`src/rtl/pe_input_fifo.sv`:
```
// Operand FIFO feeding the PE controller; a word retires only on pe_ack.
// Latency 1 cycle (0 for first word when PE_INPUT_FIFO_BYPASS_EN is defined).
// Backpressure: o_ready low while full, independent of pe_ack.
module pe_input_fifo #(
  parameter int DATA_WIDTH = 16,
  parameter int DEPTH      = 4
) (
  input  logic                       clk,
  input  logic                       rst,
  input  logic [DATA_WIDTH-1:0]      i_data,
  input  logic                       i_valid,
  output logic                       o_ready,
  output logic [DATA_WIDTH-1:0]      o_data,
  output logic                       o_valid,
  input  logic                       pe_ack,
  output logic [$clog2(DEPTH):0]     count,
  output logic                       o_err
);

  localparam int AW = $clog2(DEPTH);
  localparam int CW = AW + 1;
  localparam logic [CW-1:0] FULL_CNT = CW'(DEPTH);

  logic [DATA_WIDTH-1:0] mem [DEPTH];
  logic [AW-1:0]         wr_ptr;
  logic [AW-1:0]         rd_ptr;
  logic [CW-1:0]         count_q;
  logic                  err_q;
  logic                  empty;
  logic                  push;
  logic                  pop;
  logic                  bypass_hit;
  logic                  wr_en;
  logic                  rd_en;

  assign empty = (count_q == '0);

  always_comb begin
    o_ready = (count_q != FULL_CNT);
    o_valid = !empty;
    o_data  = mem[rd_ptr];
`ifdef PE_INPUT_FIFO_BYPASS_EN
    // Empty FIFO forwards the upstream word straight through to the PE.
    if (empty) begin
      o_valid = i_valid;
      o_data  = i_data;
    end
`endif
  end

  assign push = i_valid && o_ready;
  assign pop  = pe_ack && o_valid;

`ifdef PE_INPUT_FIFO_BYPASS_EN
  // A word consumed in the same cycle it arrived at an empty FIFO never lands in storage.
  assign bypass_hit = pop && empty;
`else
  assign bypass_hit = 1'b0;
`endif

  assign wr_en = push && !bypass_hit;
  assign rd_en = pop && !bypass_hit;

  always_ff @(posedge clk) begin
    if (rst) begin
      wr_ptr  <= '0;
      rd_ptr  <= '0;
      count_q <= '0;
      err_q   <= 1'b0;
    end else begin
      if (wr_en) wr_ptr <= wr_ptr + AW'(1);
      if (rd_en) rd_ptr <= rd_ptr + AW'(1);
      case ({wr_en, rd_en})
        2'b10:   count_q <= count_q + CW'(1);
        2'b01:   count_q <= count_q - CW'(1);
        default: count_q <= count_q;
      endcase
      if (pe_ack && !o_valid) err_q <= 1'b1;
    end
  end

  // Storage is deliberately not reset; stale words are unreachable once pointers clear.
  always_ff @(posedge clk) begin
    if (wr_en && !rst) mem[wr_ptr] <= i_data;
  end

  assign count = count_q;
  assign o_err = err_q;

endmodule

```
`config.mk`:
```
export PLATFORM = sky130hd
export DESIGN_NAME = pe_input_fifo
export DESIGN_NICKNAME = d
export VERILOG_FILES = /design/src/rtl/pe_input_fifo.sv
export SDC_FILE = /design/constraint.sdc
export NUM_CORES = 1
export LEC_CHECK = 0
export ABC_CLOCK_PERIOD_IN_PS = 3150
export BUFFER_PORTS_ARGS = -buffer_cell sky130_fd_sc_hd__clkbuf_2
export CAP_MARGIN = 0
export CELL_PAD_IN_SITES_DETAIL_PLACEMENT = 1
export CELL_PAD_IN_SITES_GLOBAL_PLACEMENT = 1
export CORE_ASPECT_RATIO = 1.75
export CORE_MARGIN = 8
export CORE_UTILIZATION = 44
export CTS_CLUSTER_SIZE = 10
export DETAILED_ROUTE_END_ITERATION = 12
export PLACE_DENSITY = 0.79
export SLEW_MARGIN = 15
export SYNTH_ARGS = -nofsm -noshare
export SYNTH_HDL_FRONTEND = slang
export SYNTH_SLANG_ARGS = --single-unit
```
`constraint.sdc`:
```
create_clock -name clk -period 3.15 [get_ports clk]
set_input_delay 0.1575 -clock clk [delete_from_list [all_inputs] [get_ports clk]]
set_output_delay 0.1575 -clock clk [all_outputs]
set_load 0.01 [all_outputs]
```
==> qor.yml <==
outcome:
  status: "completed"
global_route:
  grt_max_degree: 17
  first_global_vias: 1691
  grt_use_total: 0.130
  globalRouteOverflowTotal: 0
  antenna_found_initial: 0
  grt_pass1_wl_mm: 8.83
timing:
  hold_viol: 0
  max-slew-margin-rel: 0.466
  finalCritPeriodShare: 0.850
  setup_viol: 0
  tightest_slew_ns: 0.800
  tns_ns: 0
  fin_skew_ns: 0.00830
  drv_slew: 0
  clock.fmax_mhz: 374
  rsz0062_at_grt: "no"
  period_needed_ns: 2.68
layout:
  nNetsFinal: 219
  finalInstanceArea_um2: 3320
  layout-drive-gt1-share: 0.414
  post-route-util: 0.538
  multi_input_area_um2: 664
  num-fill-cells: 605
  regArea_um2: 2120
  diodes: 0
  area_growth_pct: 17.8
routing:
  drc: 0
  antenna_left: 0
  firstDrtPassIters: 4
  via_count: 1429
  post_drt_wl_per_cell_um: 20.3
  via_per_inst: 5.14
  dr.first_iter.drc_count: 82
  routed_wirelength_mm: 5.63
clocking:
  cts_resized: 0
  cts_tree: "done"
  clk_path_buf_depth: 2
  cts_num_sinks: 74
  clockRootBuffer: "clkbuf_8"
  cts_buffers: 9
  htreeDepth: 3
  clk_pin_slew_ns: 0.07
  post_cts_buffers: 0
  clk_latency_ns: 0.35
  hold_buffers: 0
pwr:
  switching_share: 0.288
  finalPower_mw: 2.46
  p_clk_frac: 0.246
  seq_power_share: 0.491
  comb_power_share: 0.263
  power_density_nw_per_um2: 742
  power.internal_mw: 1.75
  power.switching_uw: 710
  p_leak_nw: 1.18
  peakVddDrop_mv: 0.423
worst_setup_path:
  rr_worst_depth: 9
  path_max_fanout: 6
  worstSetupPathType: "reg -> reg"
  cp.required_ns: 3.42
  critPathLaunchType: "flop"
  arrival_ns: 2.95
  r2r_start: "count[2]"
  r2r_slack_ns: 0.47
  worst_r2r_endpoint: "count[2]"
  endpoint_kind: "flop"
die:
  io_pins: 42
  initial_utilization: 0.456
  num_rows: 38
  die_h_um: 122
  coreArea_um2: 6180
  die_area_um2: 9330
  die_x_um: 76.5
min_path:
  hold_path_end: "mem[2][3]"
  hold_depth: 1
  min_from: "i_data[3]"
  hold_path.class: "in -> reg"
logic_synthesis:
  syn_area_per_cell_um2: 20.0
  synth_cell_types: 24
  synth_seq_area_share: 0.752
  synthCells: 141
  synth_nets: 167
  synth_top_area_frac: 0.681
  synth.cell_area_um2: 2820
  synth.top_cells.by_area: "edfxtp_1 (68%), mux4_2 (13%), dfxtp_1 (7.1%)"
  yosys.area.top_type: "edfxtp_1"
  synth-seq-cells: 74
  ys_warn_count: 0
flow_run:
  maxCapViolations: 0
placed_design:
  hpwl_mm: 4.03
  io_buffers: 41
  gp_congestion: 0.682
  post_dp_cell_area_um2: 3160
-- worst max-delay path, cell delays in order (launching register included) --
cell and delay (ns):
dfxtp_1 0.41, or3b_1 0.39, and2_4 0.19, inv_1 0.18
ha_1 0.24, inv_1 0.07, fa_1 0.39, xor2_1 0.16
or3_2 0.42, a21oi_1 0.16
-- worst max path at each step --
stage | from | to | slack, ns
detailed placement | count[2] | count[2] | 0.50
global route | count[2] | count[2] | 0.35
CTS | count[2] | count[2] | 0.47
global placement | count[2] | count[2] | 0.66
floorplan | count[0] | mem[0][0] | 0.58
finish | count[2] | count[2] | 0.47
-- through the flow --
step | hold slack (ns) | setup slack [ns] | cells
3_5_place_dp | 0.376 | 0.497 | 262
4_1_cts | 0.00358 | 0.475 | 278
5_1_grt | 0.0102 | 0.347 | 278
6_report | 0.0226 | 0.473 | 278
2_1_floorplan | 0.256 | 0.584 | 141
3_3_place_gp | 0.373 | 0.660 | 262
-- power groups by stage --
stage / clock network, mW / logic, mW / registers, mW
floorplan: 0 / 0.427 / 1.22
global placement: 0 / 0.617 / 1.22
detailed placement: 0 / 0.658 / 1.23
CTS: 0.625 / 0.663 / 1.21
global route: 0.653 / 0.713 / 1.22
finish: 0.606 / 0.648 / 1.21
-- layout by cell type, fill, tap and decap left out, drive strengths merged --
master,synthesis,final
edfxtp,64,64
clkbuf,2,53
mux4,16,16
dfxtp,10,10
inv,8,8
nor2,8,8
ha,5,5
buf,3,5
nor3b,4,4
a21oi,4,4
clkinv,0,4
xor2,3,3
o21ai,2,2
nand2b,2,2
or3,2,2
o31ai,1,1
or3b,1,1
nor3,1,1
and2,1,1
mux2,1,1
nand2,1,1
mux2i,1,1
fa,1,1
-- registers in the layout, indices dropped and copies added, names as in the netlist, named ones only --
signal / cells
o_err: 1
rd_ptr: 2
wr_ptr: 2
mem: 64
count: 3
-- cells in the mapped netlist --
| library cell | count |
|---|---|
| o31ai_1 | 1 |
| mux2i_1 | 1 |
| nor3b_1 | 4 |
| or3_2 | 1 |
| and2_4 | 1 |
| clkbuf_1 | 2 |
| nor2_1 | 8 |
| xor2_1 | 3 |
| o21ai_0 | 2 |
| nor3_1 | 1 |
| buf_2 | 2 |
| dfxtp_1 | 10 |
| nand2_1 | 1 |
| mux4_2 | 16 |
| nand2b_1 | 2 |
| inv_1 | 8 |
| buf_4 | 1 |
| ha_1 | 5 |
| fa_1 | 1 |
| or3b_1 | 1 |
| or3_1 | 1 |
| a21oi_1 | 4 |
| mux2_4 | 1 |
| edfxtp_1 | 64 |
-- metal layers --
layer  vias to the layer above  GRT usage  part of all wire
met2                        51      0.239              0.57
met3                        15     0.0546             0.059
li1                        655          -                 -
met4                         0     0.0823             0.027
met5                         -          0                 0
met1                       708      0.114              0.35
-- area by class of cell --
cell class              instances  area share
flip-flops and latches         74       0.639
repair buffers                 46      0.0730
clock inverters                 4     0.00565
inverters                       8     0.00904
well taps                      80      0.0301
multi-input cells              54       0.200
clock buffers                  12      0.0437
-- kinds of logic (layout without fill, tap and decap cells) --
group,Yosys count,count (layout),synth area share
compound gates,7,7,0.0133
xor+xnor,3,3,0.00931
fa+ha+maj,6,6,0.0293
buf+inv,13,70,0.0195
flops,74,74,0.752
mux,18,18,0.137
simple gates,20,20,0.0399
Power figures use the tool's default switching activity.
